`config.mk`:
```
export PLATFORM = sky130hd
export DESIGN_NAME = fifo_wr_arbiter
export DESIGN_NICKNAME = d
export VERILOG_FILES = /design/src/rtl/fifo_wr_arbiter.sv
export SDC_FILE = /design/constraint.sdc
export NUM_CORES = 1
export LEC_CHECK = 0
export ABC_CLOCK_PERIOD_IN_PS = 1640
export CAP_MARGIN = 20
export CELL_PAD_IN_SITES_DETAIL_PLACEMENT = 2
export CELL_PAD_IN_SITES_GLOBAL_PLACEMENT = 2
export CORE_MARGIN = 4
export CORE_UTILIZATION = 17
export CTS_CLUSTER_SIZE = 8
export DETAILED_ROUTE_END_ITERATION = 7
export PLACE_DENSITY_LB_ADDON = 0.1
export SLEW_MARGIN = 40
export SYNTH_ARGS = -nofsm -noshare
export SYNTH_HDL_FRONTEND = slang
export SYNTH_SLANG_ARGS = --single-unit
```
`constraint.sdc`:
```
create_clock -name clk -period 1.64 [get_ports clk]
set_input_delay 0.492 -clock clk [delete_from_list [all_inputs] [get_ports clk]]
set_output_delay 0.492 -clock clk [all_outputs]
set_load 0.005 [all_outputs]
```
`src/rtl/fifo_wr_arbiter.sv`:
```
// fifo_wr_arbiter
//   Shares one synchronous FIFO write port among NREQ producers. Grants a
//   single producer at a time for bursts of up to MAX_BURST beats, then
//   re-arbitrates round-robin. The FIFO writes memory on any wr_en even when
//   full, so every beat is gated by fifo_full here.
//
//   Optional build macro: ARB_PRIO0_EN
//     defined   -> req 0 wins every arbitration it takes part in; the others
//                  share round-robin among themselves (starvation accepted)
//     undefined -> pure round-robin over all requesters
//
// Ports
//   clk        in   1        clock, rising edge
//   rstn       in   1        asynchronous active-low reset
//   req_valid  in   NREQ     per-requester beat valid
//   req_data   in   NREQ*DW  requester i data at [i*DW +: DW]
//   req_ready  out  NREQ     per-requester beat accept (grant && !fifo_full)
//   fifo_full  in   1        FIFO full flag
//   fifo_wr_en out  1        FIFO write enable
//   fifo_din   out  DW       FIFO write data (0 when nothing granted)
//   grant      out  NREQ     registered one-hot owner, 0 = none
//   busy       out  1        |grant
//
// FSM states
//   state   | meaning
//   S_IDLE  | no owner; waiting for any req_valid
//   S_GRANT | one owner holds the write port for the current burst

module fifo_wr_arbiter #(
    parameter int NREQ      = 4,
    parameter int DW        = 8,
    parameter int MAX_BURST = 4
) (
    input  logic               clk,
    input  logic               rstn,
    input  logic [NREQ-1:0]    req_valid,
    input  logic [NREQ*DW-1:0] req_data,
    output logic [NREQ-1:0]    req_ready,
    input  logic               fifo_full,
    output logic               fifo_wr_en,
    output logic [DW-1:0]      fifo_din,
    output logic [NREQ-1:0]    grant,
    output logic               busy
);

    localparam int IW = (NREQ > 1) ? $clog2(NREQ) : 1;
    localparam int BW = $clog2(MAX_BURST + 1);

    typedef enum logic {
        S_IDLE  = 1'b0,
        S_GRANT = 1'b1
    } state_t;

    state_t            state_q, state_d;
    logic [NREQ-1:0]   grant_q, grant_d;
    logic [IW-1:0]     owner_q, owner_d;
    logic [IW-1:0]     last_owner_q, last_owner_d;
    logic [BW-1:0]     beat_cnt_q, beat_cnt_d;

    logic [NREQ-1:0]   xfer;
    logic              owner_valid;
    logic              transfer;
    logic              last_beat;
    logic [NREQ-1:0]   arb_mask;
    logic [IW-1:0]     arb_last;
    logic              pick_found;
    logic [IW-1:0]     pick_idx;

    // Returns {found, index}. Search starts at last+1 and wraps.
    function automatic logic [IW:0] rr_pick(input logic [NREQ-1:0] mask,
                                            input logic [IW-1:0]   last);
        logic          found;
        logic [IW-1:0] idx;
        logic [IW-1:0] cand;
        found = 1'b0;
        idx   = '0;
`ifdef ARB_PRIO0_EN
        if (mask[0]) begin
            found = 1'b1;
        end else begin
            for (int k = 1; k <= NREQ; k++) begin
                cand = IW'((int'(last) + k) % NREQ);
                if (!found && (cand != '0) && mask[cand]) begin
                    found = 1'b1;
                    idx   = cand;
                end
            end
        end
`else
        for (int k = 1; k <= NREQ; k++) begin
            cand = IW'((int'(last) + k) % NREQ);
            if (!found && mask[cand]) begin
                found = 1'b1;
                idx   = cand;
            end
        end
`endif
        return {found, idx};
    endfunction

    // Datapath: combinational so a beat lands in the FIFO on its transfer edge.
    assign req_ready   = grant_q & {NREQ{~fifo_full}};
    assign xfer        = req_valid & req_ready;
    assign fifo_wr_en  = |xfer;
    assign grant       = grant_q;
    assign busy        = |grant_q;
    assign owner_valid = |(req_valid & grant_q);
    assign transfer    = |xfer;
    assign last_beat   = (beat_cnt_q == BW'(MAX_BURST - 1));

    always_comb begin
        fifo_din = '0;
        for (int i = 0; i < NREQ; i++) begin
            if (grant_q[i]) fifo_din = fifo_din | req_data[i*DW +: DW];
        end
    end

    // A released owner that dropped valid is masked out so it cannot win the
    // same-cycle re-arbitration; a burst-limit release leaves it eligible.
    always_comb begin
        arb_mask = req_valid;
        arb_last = last_owner_q;
        if (state_q == S_GRANT) begin
            arb_last = owner_q;
            if (!owner_valid) arb_mask = req_valid & ~grant_q;
        end
        {pick_found, pick_idx} = rr_pick(arb_mask, arb_last);
    end

    always_comb begin
        state_d      = state_q;
        grant_d      = grant_q;
        owner_d      = owner_q;
        last_owner_d = last_owner_q;
        beat_cnt_d   = beat_cnt_q;
        unique case (state_q)
            S_IDLE: begin
                if (pick_found) begin
                    state_d    = S_GRANT;
                    grant_d    = NREQ'(1) << pick_idx;
                    owner_d    = pick_idx;
                    beat_cnt_d = '0;
                end
            end
            S_GRANT: begin
                if ((transfer && last_beat) || !owner_valid) begin
                    last_owner_d = owner_q;
                    beat_cnt_d   = '0;
                    if (pick_found) begin
                        grant_d = NREQ'(1) << pick_idx;
                        owner_d = pick_idx;
                    end else begin
                        state_d = S_IDLE;
                        grant_d = '0;
                    end
                end else if (transfer) begin
                    beat_cnt_d = beat_cnt_q + BW'(1);
                end
            end
            default: begin
                state_d = S_IDLE;
                grant_d = '0;
            end
        endcase
    end

    always_ff @(posedge clk or negedge rstn) begin
        if (!rstn) begin
            state_q      <= S_IDLE;
            grant_q      <= '0;
            owner_q      <= '0;
            last_owner_q <= IW'(NREQ - 1);
            beat_cnt_q   <= '0;
        end else begin
            state_q      <= state_d;
            grant_q      <= grant_d;
            owner_q      <= owner_d;
            last_owner_q <= last_owner_d;
            beat_cnt_q   <= beat_cnt_d;
        end
    end

endmodule

```
==> impl_metrics.csv <==
group,metric,value,unit
global_routing,grt_max_degree,13,
drt,routed_via_density,4.49,
synthesis,synth_area,891,µm²
die,rows,26,
global_routing,overflow,0,
synthesis,postSynth.asyncResetShare,1.00,
worst_hold_path,hp-class,"register to register",
die,fp.dieH,80.4,µm
sta,worstMarginPinSlew,325,ps
die,core_region_area,0.00511,mm²
pwr,ir_drop,0.480,mV
drt,wirelength,4780,µm
synthesis,synthSimpleGateAreaFrac,0.187,
synthesis,synth_compound_area_frac,0.322,
synthesis,yosysWarnings,0,
sta,slew_headroom,0.783,
drt,drtIter0Drc,15,
drt,post_drt_wl_per_cell,17.5,µm
sta,finalSetupViolations,23,
global_routing,grt_pass1_wl,7850,µm
global_routing,antenna_found_initial,0,
setup_path,slowest_stage,"or4_4",
setup_path,slowest_delay,540,ps
cells_and_area,fin_nets,246,
synthesis,synth_top_area_frac,0.281,
synthesis,synthCells,104,
setup_path,path_class,"register to primary output",
synthesis,avgSynthCellArea,8.57,µm²
sta,worst_slack,-222,ps
sta,maxSlewViolCount,0,
cells_and_area,fill_cells,559,
worst_hold_path,hold_depth,2,
place,port_buffers,56,
die,start_util,0.174,
die,ios,57,
setup_path,critical_path_depth,2,
setup_path,worstSetupEndpointType,"primary output",
cts,path_clk_slew,60,ps
synthesis,yosysSeqAreaShare,0.340,
drt,vias,1230,
drt,drc,0,
setup_path,crit_fanout,4,
setup_path,cp.required,1150,ps
die,die_w,80.4,µm
sta,fmax,0.537,GHz
synthesis,muxShareOfSynthArea,0.0688,
job,drv_cap,0,
setup_path,rr_worst_depth,8,
global_routing,grt_usage,0.161,
synthesis,synth_common_cells,"nand2_1 (19), a22oi_1 (18), dfrtp_1 (10), inv_1 (6), nor2b_1 (5)",
setup_path,start_kind,"register",
place,place.detailed.hpwl,3410,µm
cts,cts.htree.levels,1,
run_status,status,"finished, violations left",
synthesis,synthXorXnorAreaFrac,0,
sta,final_hold_viol_count,0,
cells_and_area,drive_above_1_share,0.559,
setup_path,cp_top_family,"simple AND/OR/NAND/NOR gates",
synthesis,synth.largest_area_cell,"dfrtp_1",
cts,clk_latency,250,ps
setup_path,crit_chain,"or4_4 -> buf_6",
synthesis,ys_ff_latch,12,
sta,final.min_clock_period,1860,ps
cts,tritoncts,"yes",
sta,rsz0062_at_grt,"true",
setup_path,arrival,1370,ps
drt,drtPass1Iterations,4,
synthesis,synth_top_family_by_area,"compound AO/OA/AOI/OAI gates",
synthesis,synth_area_leaders,"dfrtp_1 (28%), a22oi_1 (15%), nand2_1 (8.0%), dfstp_2 (5.9%), nor2b_1 (3.5%)",
synthesis,synthAdderAreaFrac,0.0281,
synthesis,synth_edf_count,0,
cts,clock_path_buffers,2,
place,pre_cts_ws,-690,ps
setup_path,cp_num_buf_inv,1,
cells_and_area,diodes,0,
drt,drt.antenna.violating_nets,0,
cts,cts.sinks,12,
cells_and_area,finalCoreUtilization,0.424,
synthesis,synth.most_common_cell,"nand2_1",
global_routing,grt_pass1_vias,1492,
pwr,p_per_area,1430,mW/mm²
cts,cts-buffers-inserted,3,
cts,clock_tree.root_cell,"clkbuf_8",
cts,holdBufCountCts,0,
sta,period_share,1.14,
sta,skew,2.00,ps
pwr,p_leak,0.960,nW
synthesis,ys.flop_type,"dfrtp_1",
synthesis,synth_nets,145,
place,gp_congestion,0.725,
die,dieArea,0.00646,mm²
run_status,violations,"negative setup slack",
cells_and_area,areaGrowthSynthToFinish,143,%
synthesis,synth_cell_types,32,
worst min-delay path, cell delays in order, from the launching register on:
cell and delay [ps]:
dfrtp_1 360, nand2_2 60, o31ai_2 50
repair_timing:
action / in CTS / in global routing
resized for setup: 126 / 17
setup buffers: 15 / 1
pin swaps: 23 / 17
setup endpoints to repair: 29 / 25
gates cloned: 1 / 0
final cells by class:
class                      count  area [µm²]  share of cell area
sequential                    12         305               0.141
clock buffer                   4        55.1              0.0254
timing repair buffer         101         916               0.423
multi-input combinational     81         778               0.360
inverter                       6        22.5              0.0104
tap                           70        87.6              0.0405
final timing paths:
path,slack (ps),end,start
setup / recovery,-220,busy,grant[1]$_DFFE_PN0P_
hold / removal,510,beat_cnt_q[2]$_DFFE_PN0P_,beat_cnt_q[2]$_DFFE_PN0P_
setup reg to reg,-130,owner_q[0]$_DFFE_PN0P_,grant[3]$_DFFE_PN0P_
hold reg to reg,510,beat_cnt_q[2]$_DFFE_PN0P_,beat_cnt_q[2]$_DFFE_PN0P_
max in group asynchronous,870,last_owner_q[1]$_DFFE_PN1P_,rstn
min in group asynchronous,540,owner_q[1]$_DFFE_PN0P_,rstn
per-stage QoR:
| step | std cells | hold slack (ps) | power (mW) | cell area (µm²) | TNS, ps |
|---|---|---|---|---|---|
| after floorplan | 104 | 196 | 1.17 | 900 | 0 |
| after global placement | 254 | 470 | 2.10 | 1740 | -12810 |
| after detailed placement | 254 | 496 | 2.16 | 1740 | -13600 |
| after CTS | 273 | 518 | 2.94 | 2090 | -2230 |
| after global routing | 274 | 546 | 3.32 | 2160 | -4120 |
| final | 274 | 509 | 3.09 | 2160 | -2630 |
power by group:
part / internal [mW] / switching, mW / leakage, nW / total (mW)
clock network: 0.213 / 0.124 / 0.0288 / 0.337
registers: 0.424 / 0.127 / 0.144 / 0.551
logic: 1.26 / 0.941 / 0.788 / 2.21
per-layer routing:
metal	part of all wire	global-route usage	wire, µm
met2	0.59	0.330	2830
met1	0.35	0.162	1680
met4	0.0088	0.0304	42
met3	0.049	0.0348	233
met5	0	0	0
state kept, by name, summed over array words and instances, names as in the netlist:
name and count:
beat_cnt_q 3, grant 4, last_owner_q 2, owner_q 2, state_q 1
placed cells by master (no fill, tap or decap), types with 3 or more instances in the layout:
cell,instances
dlygate4sd2_1,5
o31ai_2,3
buf_6,18
buf_2,14
inv_1,6
nor2b_1,5
clkbuf_8,4
nand2_1,17
clkdlybuf4s50_1,33
a22oi_2,18
o21ai_1,3
buf_4,25
nor2_1,3
dfrtp_1,8
logic make-up after synthesis:
family | after synthesis
AO/OA/AOI/OAI | 39
AND/OR/NAND/NOR | 35
flip-flops | 12
buffers and inverters | 11
multiplexers | 5
adder cells (fa/ha/maj) | 2
Note: power is estimated with default switching activity, not from simulation.
